### src/rtl/rv32i_pkg.sv
// rv32i_pkg: shared RV32I opcode, FSM state and mux-select encodings for the control path and decoder.
//   Exports: OP_* opcodes, state_t, PC_* (pc_sel) and WB_* (wb_sel) codes,
//            is_legal() opcode check, uses_imm() ALU operand-B select.
package rv32i_pkg;

    localparam logic [6:0] OP_LUI    = 7'b0110111;
    localparam logic [6:0] OP_AUIPC  = 7'b0010111;
    localparam logic [6:0] OP_JAL    = 7'b1101111;
    localparam logic [6:0] OP_JALR   = 7'b1100111;
    localparam logic [6:0] OP_BRANCH = 7'b1100011;
    localparam logic [6:0] OP_LOAD   = 7'b0000011;
    localparam logic [6:0] OP_STORE  = 7'b0100011;
    localparam logic [6:0] OP_IMM    = 7'b0010011;
    localparam logic [6:0] OP_OP     = 7'b0110011;
    localparam logic [6:0] OP_FENCE  = 7'b0001111;
    localparam logic [6:0] OP_SYSTEM = 7'b1110011;

    typedef enum logic [2:0] {
        ST_FETCH  = 3'd0,
        ST_DECODE = 3'd1,
        ST_EXEC   = 3'd2,
        ST_MEM    = 3'd3,
        ST_WB     = 3'd4,
        ST_HALT   = 3'd5
    } state_t;

    localparam logic [1:0] PC_PLUS4 = 2'b00;
    localparam logic [1:0] PC_IMM   = 2'b01;
    localparam logic [1:0] PC_JALR  = 2'b10;

    localparam logic [1:0] WB_ALU  = 2'b00;
    localparam logic [1:0] WB_LOAD = 2'b01;
    localparam logic [1:0] WB_PC4  = 2'b10;

    function automatic logic is_legal(input logic [6:0] op);
        return op inside {OP_LUI, OP_AUIPC, OP_JAL, OP_JALR, OP_BRANCH, OP_LOAD,
                          OP_STORE, OP_IMM, OP_OP, OP_FENCE, OP_SYSTEM};
    endfunction

    function automatic logic uses_imm(input logic [6:0] op);
        return op inside {OP_IMM, OP_LOAD, OP_STORE, OP_JALR, OP_LUI, OP_AUIPC};
    endfunction

endpackage

### src/rtl/ctrl_wait_timer.sv
// ctrl_wait_timer: counts consecutive memory wait cycles and flags a bus timeout.
//   clk      in  clock
//   reset    in  synchronous active-low reset
//   clr      in  clear the wait count
//   en       in  a request is outstanding and ready is low this cycle
//   expired  out this wait cycle is the TIMEOUT-th one (TIMEOUT=0 never expires)
module ctrl_wait_timer #(
    parameter int TIMEOUT = 16
) (
    input  logic clk,
    input  logic reset,
    input  logic clr,
    input  logic en,
    output logic expired
);

    localparam int CW = (TIMEOUT > 1) ? $clog2(TIMEOUT) : 1;

    logic [CW-1:0] r_cnt;

    always_ff @(posedge clk) begin
        if (!reset || clr)
            r_cnt <= '0;
        else if (en)
            r_cnt <= r_cnt + CW'(1);
    end

    // Fires on the cycle whose increment would reach TIMEOUT; a ready in that cycle drops en and wins.
    assign expired = (TIMEOUT != 0) && en && (r_cnt == CW'(TIMEOUT - 1));

endmodule

### src/rtl/multicycle_ctrl.sv
// multicycle_ctrl: multi-cycle RV32I control FSM (FETCH/DECODE/EXEC/MEM/WB/HALT).
//   clk, reset(active-low sync)      clocking
//   opcode, branch_cond               decoder opcode (sampled in DECODE), ALU compare (EXEC)
//   imem_ready, dmem_ready            memory handshakes, honoured only in FETCH / MEM
//   imem_req, ir_we                   fetch request, IR load pulse
//   dmem_req, dmem_we                 data request, write qualifier
//   pc_we, pc_sel                     PC update strobe (one per retired instr) and source
//   reg_we, wb_sel, alu_src_b         register write-back and ALU operand select
//   state, retired                    debug state, retired-instruction count
//   halted, illegal_instr, bus_fault  sticky stop status
module multicycle_ctrl
    import rv32i_pkg::*;
#(
    parameter int RET_W       = 32,
    parameter int MEM_TIMEOUT = 16
) (
    input  logic             clk,
    input  logic             reset,
    input  logic [6:0]       opcode,
    input  logic             branch_cond,
    input  logic             imem_ready,
    input  logic             dmem_ready,
    output logic             imem_req,
    output logic             ir_we,
    output logic             dmem_req,
    output logic             dmem_we,
    output logic             pc_we,
    output logic [1:0]       pc_sel,
    output logic             reg_we,
    output logic [1:0]       wb_sel,
    output logic             alu_src_b,
    output logic [2:0]       state,
    output logic [RET_W-1:0] retired,
    output logic             halted,
    output logic             illegal_instr,
    output logic             bus_fault
);

    state_t           r_state;
    logic [6:0]       r_op;
    logic [RET_W-1:0] r_retired;
    logic             r_illegal;
    logic             r_bus_fault;
    logic             w_wait_en;
    logic             w_expired;

    // The FSM only lingers in FETCH/MEM while waiting, so counting consecutive
    // waits equals counting waits since entry.
    assign w_wait_en = (r_state == ST_FETCH && !imem_ready) || (r_state == ST_MEM && !dmem_ready);

    ctrl_wait_timer #(.TIMEOUT(MEM_TIMEOUT)) u_timer (
        .clk     (clk),
        .reset   (reset),
        .clr     (!w_wait_en),
        .en      (w_wait_en),
        .expired (w_expired)
    );

    always_ff @(posedge clk) begin
        if (!reset) begin
            r_state     <= ST_FETCH;
            r_op        <= '0;
            r_retired   <= '0;
            r_illegal   <= 1'b0;
            r_bus_fault <= 1'b0;
        end else begin
            if (pc_we)
                r_retired <= r_retired + RET_W'(1);
            case (r_state)
                ST_FETCH:
                    if (imem_ready) begin
                        r_state <= ST_DECODE;
                    end else if (w_expired) begin
                        r_state     <= ST_HALT;
                        r_bus_fault <= 1'b1;
                    end
                ST_DECODE: begin
                    r_op <= opcode;
                    if (opcode == OP_SYSTEM) begin
                        r_state <= ST_HALT;
                    end else if (!is_legal(opcode)) begin
                        r_state   <= ST_HALT;
                        r_illegal <= 1'b1;
                    end else begin
                        r_state <= ST_EXEC;
                    end
                end
                ST_EXEC:
                    r_state <= (r_op == OP_BRANCH || r_op == OP_FENCE) ? ST_FETCH :
                               (r_op == OP_LOAD || r_op == OP_STORE)   ? ST_MEM : ST_WB;
                ST_MEM:
                    if (dmem_ready) begin
                        r_state <= (r_op == OP_STORE) ? ST_FETCH : ST_WB;
                    end else if (w_expired) begin
                        r_state     <= ST_HALT;
                        r_bus_fault <= 1'b1;
                    end
                ST_WB:
                    r_state <= ST_FETCH;
                default:
                    r_state <= ST_HALT;
            endcase
        end
    end

    always_comb begin
        imem_req  = 1'b0;
        ir_we     = 1'b0;
        dmem_req  = 1'b0;
        dmem_we   = 1'b0;
        pc_we     = 1'b0;
        pc_sel    = PC_PLUS4;
        reg_we    = 1'b0;
        wb_sel    = WB_ALU;
        alu_src_b = 1'b0;
        if (reset) begin
            case (r_state)
                ST_FETCH: begin
                    imem_req = 1'b1;
                    ir_we    = imem_ready;
                end
                ST_EXEC: begin
                    alu_src_b = uses_imm(r_op);
                    pc_we     = (r_op == OP_BRANCH) || (r_op == OP_FENCE);
                    pc_sel    = (r_op == OP_BRANCH && branch_cond) ? PC_IMM : PC_PLUS4;
                end
                ST_MEM: begin
                    dmem_req = 1'b1;
                    dmem_we  = (r_op == OP_STORE);
                    pc_we    = dmem_ready && (r_op == OP_STORE);
                end
                ST_WB: begin
                    reg_we = 1'b1;
                    pc_we  = 1'b1;
                    wb_sel = (r_op == OP_LOAD) ? WB_LOAD :
                             (r_op == OP_JAL || r_op == OP_JALR) ? WB_PC4 : WB_ALU;
                    pc_sel = (r_op == OP_JAL) ? PC_IMM : (r_op == OP_JALR) ? PC_JALR : PC_PLUS4;
                end
                default: ;
            endcase
        end
    end

    assign state         = r_state;
    assign retired       = r_retired;
    assign halted        = (r_state == ST_HALT);
    assign illegal_instr = r_illegal;
    assign bus_fault     = r_bus_fault;

endmodule
### config.mk
export PLATFORM = sky130hd
export DESIGN_NAME = multicycle_ctrl
export DESIGN_NICKNAME = d
export VERILOG_FILES = /design/src/rtl/rv32i_pkg.sv /design/src/rtl/ctrl_wait_timer.sv /design/src/rtl/multicycle_ctrl.sv
export SDC_FILE = /design/constraint.sdc
export NUM_CORES = 1
export LEC_CHECK = 0
export BUFFER_PORTS_ARGS = -buffer_cell sky130_fd_sc_hd__buf_2
export CAP_MARGIN = 20
export CORE_ASPECT_RATIO = 0.6
export CORE_MARGIN = 1.5
export CORE_UTILIZATION = 35
export DETAILED_ROUTE_END_ITERATION = 16
export GPL_TIMING_DRIVEN = 0
export MAX_ROUTING_LAYER = met4
export PLACE_DENSITY = 0.66
export REMOVE_ABC_BUFFERS = 1
export SETUP_SLACK_MARGIN = 0.3
export SYNTH_ARGS = -nofsm -noshare
export SYNTH_HDL_FRONTEND = slang
export SYNTH_SLANG_ARGS = --single-unit
### constraint.sdc
create_clock -name clk -period 1.9 [get_ports clk]
set_input_delay 0 -clock clk [delete_from_list [all_inputs] [get_ports clk]]
set_output_delay 0 -clock clk [all_outputs]
set_load 0.1 [all_outputs]
==> flow_summary.toml, run 1 <==
[routing]
dr.first_iter.drc_count = 121
detail_route.wl_per_cell_um = 16.6
dr.pass1.iters = 4
drcViolationCount = 0
routed-wl-met3_um = 414
drtAntennaViolNets = 0
vias = 2947
wl_met1_mm = 4.22
dr.max_layer_used = "met4"
viasPerCell = 5.69
drt-total-wl_mm = 8.59
dr_wl_met2_mm = 3.84

[die]
ios = 61
initial_core_util_pct = 36.2
core_sq_um = 7270
die_h_um = 70.2
die_w_um = 115
num_rows = 24
die_area_sq_um = 8070

[pwr]
finalPower_mw = 2.63
p_int_mw = 1.94
leakage_nw = 1.58
irDropWorstVdd_mv = 0.462
seqPwrFrac_pct = 40.5
power_frac_comb_pct = 16.4
power_switching_uw = 684
clockPowerShare_pct = 43.0
netSwitchingFraction_pct = 26.0
power.density_nw_per_um2 = 643

[worst_setup_path]
crit_start = "r_op[5]"
crit_path_max_incr_delay_ns = 0.48
crit_slowest_cell = "a2111o_1"
crit_required_ns = 2.12
worst-path-buf-inv = 1
worstPathMaxFanout = 5
crit_path_end_kind = "register"
worstSetupPathType = "register to register"
path_cells = "nand4bb_1, a2111o_1, buf_4, a31oi_4, or4b_1, a21oi_1"
r2r-start = "r_op[5]"
critPathArrivalTime_ns = 2.31
path_delay_family = "compound AO/OA/AOI/OAI gates"
start_kind = "register"

[timing]
rsz0062_at_grt = "true"
setup_viol = 26
worst_slack_ns = -0.188
hold_viol_final = 0
min_period_ns = 2.09
slew_headroom_pct = 45.2
fmax_mhz = 479
slew_viol_final = 0
finClkSkew_ns = 0.00539
tightest_slew_ns = 0.817
min_period_over_period_pct = 110

[layout]
diodes = 0
nNetsFinal = 428
final_cell_mix = "50 x buf_2, 34 x dfxtp_1, 34 x buf_4"
fillCellCount = 637
drive_gt1_share_pct = 43.0
layout.cells.non_filler = 518
syn_to_final_growth_pct = 55.1
final_common_cell = "buf_2"

[grt]
grt_pass1_vias = 2661
grt_max_degree = 22
grt_overflow = 0
grt_usage_pct = 21.7
antenna_found_initial = 0
grt_pass1_wl_mm = 13.5

[clock_tree]
worstSkewPairLatency_ns = 0.29
numCtsBuffers = 5
root_buffer = "clkbuf_16"
cts_buffer_depth = 2
cts_sinks = 48
h-tree-depth = 2
cts_tree = "built"
path_clk_slew_ns = 0.06

[min_path]
hold_path.startpoint = "opcode[2]"
hold_class = "input port to register"

[placement]
place_hpwl_mm = 4.95
io_buffers = 60
gp_congestion = 0.880
place_inst = 469

[synth]
syn-mean-instance-area_sq_um = 8.20
synth_edf_count = 0
yosys.area.top_type = "dfxtp_1"
synth_area_leaders = "dfxtp_1 37%, a21oi_1 5.3%, nand2_1 4.4%, mux2i_1 4.2%, nor2_1 4.1%"
ys_warn_count = 0
async_reset_ff_share_pct = 0
netlist_area_sq_um = 2630
ys.flop_type = "dfxtp_1"
synth_top_area_share_pct = 36.5
seq_area_frac_synth_pct = 36.5
ys_seq_elements = 48
syn_inst = 321
yosysUniqueCellTypes = 54

[flow_run]
cap_violations = 0

[outcome]
failed_checks = "negative setup slack"
outcome = "finished with violations"
[state kept, by name, indices dropped and copies added (netlist names)]
register / count
r_op: 7
bus_fault: 1
state: 3
illegal_instr: 1
retired: 32
u_timer.r_cnt: 4
[worst register-to-register path, stage by stage, from the launching register on]
cell and delay [ns]:
dfxtp_4 0.36, nand4bb_1 0.19, a2111o_1 0.48, buf_4 0.19, a31oi_4 0.19, or4b_1 0.47, a21oi_1 0.15
[through the flow]
stage,cell area [sq um],util (%),setup WS [ns],setup TNS (ns),hold WS [ns]
floorplan,2530,-,-2.92,-73.77,0.117
global placement,2970,40.8,-0.744,-19.71,0.255
detailed placement,3000,41.3,-0.730,-12.67,0.270
CTS,3720,51.2,-0.128,-1.42,0.00205
global route,4080,56.2,-0.231,-4.19,0.0273
finish,4080,56.2,-0.188,-2.75,0.000741
[cell type report]
type | count | area, sq um | area share (%)
Timing Repair Buffer | 103 | 820 | 20.1
Tap cell | 104 | 130 | 3.19
Inverter | 12 | 61.3 | 1.50
Timing Repair inverter | 1 | 5.00 | 0.123
Clock buffer | 5 | 125 | 3.06
Clock inverter | 2 | 60.1 | 1.47
Sequential cell | 48 | 998 | 24.5
Multi-Input combinational cell | 243 | 1880 | 46.1
[power groups by stage]
| stage | sequential [mW] | combinational (mW) | clock, mW |
|---|---|---|---|
| final | 1.06 | 0.432 | 1.13 |
| after detailed placement | 1.09 | 0.290 | 0 |
| after global routing | 1.07 | 0.454 | 1.19 |
| after floorplan | 1.13 | 0.162 | 0 |
| after CTS | 1.06 | 0.372 | 1.14 |
| after global placement | 1.09 | 0.279 | 0 |
[what timing repair did]
item | in CTS | in global routing
setup buffers | 24 | 12
cloned | 3 | 1
resized for setup | 67 | 58
hold buffers | 2 | 0
hold endpoints to repair | 2 | 0
pin swaps | 39 | 24
endpoints found under the setup margin | 50 | 44
[final timing paths]
path,end,slack [ns],cells past startpoint
max,retired[24],-0.19,6
min,r_op[2],0.0007,3
max reg2reg,retired[24],-0.19,6
min reg2reg,u_timer.r_cnt[0],0.46,1
[Yosys cell counts (8+ instances only)]
library cell   n
o31ai_1       10
dfxtp_1       48
nand2_1       31
or3_1          9
inv_1         11
a21oi_1       28
nand4_1       15
nor2_1        29
and3_1         8
mux2i_1       11
nand3_1       11
[kinds of logic (layout without fill, tap and decap cells)]
family / count (synthesis) / in the layout / share of synthesized area (%)
buffers and inverters: 30 / 123 / 5.42
adders and majority gates: 2 / 2 / 0.950
DFF: 48 / 48 / 36.5
AOI/OAI and AO/OA: 78 / 78 / 19.8
xor gates and xnor gates: 6 / 6 / 2.00
muxes: 11 / 11 / 4.18
and+or+nand+nor: 146 / 146 / 31.1
[layer usage]
metal / GRT usage [%] / vias to the layer above
met1: 32.1 / 1450
met5: - / -
met4: 7.00 / 0
met3: 3.47 / 15
li1: - / 1400
met2: 29.8 / 82
Power figures use the tool's default switching activity.
==> run 2: changes to the inputs <==
- ABC_AREA: not set -> 1
- CTS_CLUSTER_SIZE: not set -> 10
- PLACE_DENSITY: 0.66 -> 0.65
==> run 2 against run 1 <==
Net effect:
- the run now ends clean
- first-iteration DRC count rose to 3.3 times the previous value
- critical path depth did not move
- combinational power is 81% higher
- total power grew 7.8%
- hold slack improved by 0.016 ns
- design area increased by 7.0%
- sequential power increased by 8%
- synthesized area increased by 18%
- largest power group is now sequential cells
- synthesized cell count up 55%
- critical path type is now register to primary output
- non-clock buffer count shrank 6
- sequential share of layout area decreased by 1.6 points
==> flow_summary.toml, run 2 <==
[outcome]
outcome = "finished clean"

[worst_setup_path]
crit_required_ns = 1.90
reg2reg_setup_slack_ns = 0.34
crit_path_end_kind = "primary output"
r2r_cells = 8
critPathArrivalTime_ns = 1.59
r2r-start = "retired[20]"
worstSetupPathType = "register to primary output"
worstPathMaxFanout = 5
start_kind = "register"
worstReg2RegEnd = "retired[21]"

[synth]
synth_edf_count = 0
synth_top_area_share_pct = 31.0
async_reset_ff_share_pct = 0
netlist_area_sq_um = 3100
syn-mean-instance-area_sq_um = 6.22
seq_area_frac_synth_pct = 31.0
yosysUniqueCellTypes = 28
syn_inst = 498
synth_common_cells = "162 x nand2_1, 85 x nor2_1, 48 x dfxtp_1, 38 x a21oi_1, 35 x nand4_1"
yosysMostFrequentCell = "nand2_1"
ys.flop_type = "dfxtp_1"
ys_seq_elements = 48
yosys.area.top_type = "dfxtp_1"
synth_area_leaders = "dfxtp_1 31%, nand2_1 20%, nor2_1 10%, nand4_1 7.1%, a21oi_1 6.1%"
ys_warn_count = 0

[layout]
drive_gt1_share_pct = 29.7
diodes = 0
final_cell_mix = "157 x nand2_1, 70 x nor2_1, 51 x buf_2"
largest_reg_flops = 32
final_core_util_pct = 51.1
layout.cells.non_filler = 704
final_area_sq_um = 4370
final_common_cell = "nand2_1"
nNetsFinal = 605
syn_to_final_growth_pct = 41.1

[clock_tree]
worstSkewPairLatency_ns = 0.29
numCtsBuffers = 5
cts_tree = "built"
path_clk_slew_ns = 0.06
h-tree-depth = 2
cts_buffer_depth = 2
cts_sinks = 48
root_buffer = "clkbuf_16"

[pwr]
clockPowerShare_pct = 32.3
netSwitchingFraction_pct = 35.3
p_int_mw = 1.83
leakage_nw = 1.82
power.density_nw_per_um2 = 648
seqPwrFrac_pct = 40.1
irDropWorstVdd_mv = 0.337
power_frac_comb_pct = 27.6
power_switching_uw = 1000

[timing]
worst_slack_ns = 0.306
rsz0062_at_grt = "true"
fmax_mhz = 627
setup_viol = 0
tns_ns = 0
slew_headroom_pct = 66.7
min_period_over_period_pct = 83.9
hold_viol_final = 0
min_period_ns = 1.59
tightest_slew_ns = 0.504
slew_viol_final = 0
finClkSkew_ns = 0.00841

[die]
num_rows = 26
ios = 61
core_sq_um = 8560
initial_core_util_pct = 36.2
die_h_um = 75.9
die_area_sq_um = 9440
die_w_um = 124

[min_path]
hold_path.startpoint = "opcode[6]"
worstHoldPathCells = 3
hold_class = "input port to register"
hold_end = "r_op[6]"

[placement]
io_buffers = 60
place_inst = 653
gp_congestion = 0.926
placed_area_sq_um = 3470
dp_slack_ns = -1.16
place_hpwl_mm = 6.96

[grt]
grt_pass1_vias = 3101
grt_overflow = 0
grt_usage_pct = 22.7
grt_max_degree = 25
grt_pass1_wl_mm = 16.3
antenna_found_initial = 0

[routing]
dr.pass1.iters = 5
drtAntennaViolNets = 0
drt-total-wl_mm = 11.1
detail_route.wl_per_cell_um = 15.8
viasPerCell = 5.34
vias = 3762
drcViolationCount = 0
dr.first_iter.drc_count = 395

[flow_run]
cap_violations = 0
## run 2: metal layers
layer  GRT usage (%)  share of wire, %  up-vias
met2            32.7                41      169
met4            3.83              0.63        0
met1            33.5                50     1753
met3            3.44               8.4        7
li1                -                 -     1833
met5               -                 0        -
## run 2: layout make-up
class,count,area (sq um)
clock buffers,8,146
fillers,826,4190
inverters,32,126
multi-input cells,407,2210
flip-flops and latches,48,998
repair buffers,97,749
well taps,112,140
## run 2: how the worst max path moves through the flow
stage | from | to | slack, ns | cells after the start
2_1_floorplan | state[2] | pc_sel[0] | -3.61 | 4
3_3_place_gp | reset | pc_we | -1.30 | 6
3_5_place_dp | reset | pc_we | -1.16 | 7
4_1_cts | r_op[5] | pc_we | 0.27 | 5
5_1_grt | r_op[2] | alu_src_b | 0.23 | 7
6_report | r_op[0] | alu_src_b | 0.31 | 6
## run 2: power by group through the flow
stage / Sequential [mW] / Clock (mW) / Combinational, mW
floorplan: 1.23 / 0 / 0.316
global placement: 1.14 / 0 / 0.530
detailed placement: 1.14 / 0 / 0.546
CTS: 1.13 / 0.926 / 0.683
global route: 1.14 / 0.965 / 0.830
finish: 1.14 / 0.913 / 0.781
## run 2: worst max-delay path, stage by stage (launching register included)
cell	delay, ns
dfxtp_2	0.33
nand2_2	0.11
nor2_4	0.19
nand2_2	0.09
a211oi_2	0.22
o21a_1	0.18
buf_12	0.18
## run 2: stage by stage
step,hold slack (ns),power (mW)
2_1_floorplan,0.123,1.55
3_5_place_dp,0.252,1.68
4_1_cts,0.0171,2.74
5_1_grt,0.0308,2.94
6_report,0.0172,2.83
3_3_place_gp,0.250,1.67
## run 2: logic make-up after synthesis
group / synth area share (%)
and+or+nand+nor: 47.4
buffers and inverters: 7.07
xor gates and xnor gates: 4.81
DFF: 31.0
adders and majority gates: 0.808
AOI/OAI and AO/OA: 8.89
## run 2: what timing repair did
item	4_1_cts	5_1_grt
buffers inserted	18	14
gates resized for setup	59	49
cloned	5	2
endpoints found under the hold margin	4	0
pin swaps	15	15
endpoints found under the setup margin	52	41
hold buffers	4	0
==> run 3: changes to the inputs <==
- clock period: 1.9 -> 1.3 ns (I/O delays scaled with it)
==> run 3 against run 2 <==
Net effect:
- the run now ends with negative setup slack left
- design area rose by 26%
- critical path depth up 2
- sequential share of layout area is 4.2 points lower
- non-clock buffer count rose by 28
- combinational power grew 120%
- clock power grew 49%
- worst setup slack got worse by 0.61 ns
- total power is 69% higher
- clock skew is 0.00081 ns higher
- flip-flop and latch count did not move
- utilization up 14 points
- cell count rose by 4.1%
- largest power group is now combinational cells
==> flow_summary.toml, run 3 (same netlist as run 2, synthesis figures left out) <==
[placement]
io_buffers = 60
place_inst = 653
gp_congestion = 0.926
place_hpwl_mm = 6.96

[timing]
fmax_mhz = 622
hold_viol_final = 0
min_period_over_period_pct = 124
tightest_slew_ns = 0.322
worst_slack_ns = -0.308
slew_headroom_pct = 78.4
min_period_ns = 1.61
tns_ns = -11.21
finClkSkew_ns = 0.00923
whs_ns = 0.00552
setup_viol = 57
slew_viol_final = 0
rsz0062_at_grt = "true"

[layout]
nNetsFinal = 634
layout.cells.non_filler = 733
largest_reg_flops = 32
final_common_cell = "nand2_1"
diodes = 0
syn_to_final_growth_pct = 78.5
final_cell_mix = "138 x nand2_1, 56 x nor2_1, 35 x nand4_1, 35 x buf_4, 33 x buf_6"
drive_gt1_share_pct = 46.1

[routing]
viasPerCell = 5.61
dr.first_iter.drc_count = 395
drtAntennaViolNets = 0
drcViolationCount = 0
detail_route.wl_per_cell_um = 18.2
vias = 4111
dr.pass1.iters = 6
drt-total-wl_mm = 13.3

[worst_setup_path]
start_kind = "register"
path_cells = "inv_4, nand2_4, nor2_4, nand2_2, nor2_4, inv_2, o21ai_2, buf_12"
critical_path.most_common_cell = "nor2_4"
crit_slowest_cell = "dfxtp_4"
crit_required_ns = 1.30
worstPathMaxFanout = 3
critPathArrivalTime_ns = 1.61
crit_path_end_kind = "primary output"
crit_path_max_incr_delay_ns = 0.37
path_delay_family = "simple AND/OR/NAND/NOR gates"
worst-path-buf-inv = 3
worstSetupPathType = "register to primary output"

[die]
num_rows = 26
core_sq_um = 8560
ios = 61
initial_core_util_pct = 36.2
die_area_sq_um = 9440
die_h_um = 75.9
die_w_um = 124

[outcome]
failed_checks = "negative setup slack"
outcome = "finished with violations"

[grt]
antenna_found_initial = 0
grt_usage_pct = 25.7
grt_max_degree = 25
grt_overflow = 0
grt_pass1_wl_mm = 18.4
grt_pass1_vias = 3578

[pwr]
finalPower_mw = 4.78
power.density_nw_per_um2 = 865
irDropWorstVdd_mv = 0.510
leakage_nw = 2.12

[flow_run]
cap_violations = 0

[clock_tree]
root_buffer = "clkbuf_16"
h-tree-depth = 2
path_clk_slew_ns = 0.06
cts_buffer_depth = 2
cts_sinks = 48
numCtsBuffers = 5
cts_tree = "built"
worstSkewPairLatency_ns = 0.30

[min_path]
hold_class = "input port to register"
[run 3: cell types whose count changed in the layout (fill, tap and decap cells not counted), moves of 14 or more]
cell / change
nor2_1: -14
buf_8: +14
dfxtp_1: -15
a21oi_2: +15
buf_2: -40
a21oi_1: -16
nand2_1: -19
buf_12: +15
buf_6: +32
[run 3: worst min-delay path, stage by stage]
cell	delay [ns]
buf_2	0.12
inv_1	0.08
a21oi_1	0.06
[run 3: power by group]
part | total (mW) | internal [mW] | switching (mW)
clock network | 1.36 | 0.770 | 0.592
logic | 1.74 | 0.692 | 1.05
registers | 1.68 | 1.56 | 0.120
[run 3: routing by layer]
metal,wire [um],vias to the layer above,global-route usage (%)
met5,0,-,-
met4,348,0,7.15
met3,1220,47,4.56
met2,5870,226,39.2
met1,5900,1942,35.3
li1,-,1896,-
[run 3: path summary, 6_finish.rpt]
kind | startpoint | to | slack [ns] | depth (start not counted)
max | r_op[4] | pc_sel[0] | -0.31 | 8
min | opcode[6] | r_op[6] | 0.006 | 3
max reg2reg | r_op[2] | retired[21] | -0.28 | 10
min reg2reg | u_timer.r_cnt[0] | u_timer.r_cnt[0] | 0.46 | 1
[run 3: per-stage QoR]
step / utilization [%] / setup slack (ns) / area [sq um]
after floorplan: - / -4.21 / 3000
after global placement: 40.2 / -1.90 / 3440
after detailed placement: 40.5 / -1.76 / 3470
after CTS: 58.0 / -0.259 / 4960
after global routing: 64.6 / -0.372 / 5530
final: 64.6 / -0.308 / 5530
[run 3: cell type report]
class | count | area, sq um
timing repair buffer | 125 | 1490
inverter | 32 | 139
sequential | 48 | 1030
multi-input combinational | 408 | 2580
tap | 112 | 140
fill | 678 | 3030
clock buffer | 8 | 146
[run 3: timing repair]
| item | 4_1_cts | 5_1_grt |
|---|---|---|
| hold buffers | 4 | 0 |
| pin swaps | 22 | 33 |
| hold endpoints to repair | 4 | 0 |
| endpoints found under the setup margin | 97 | 79 |
| cloned | 8 | 2 |
| buffers inserted | 39 | 19 |
| resized for setup | 260 | 114 |
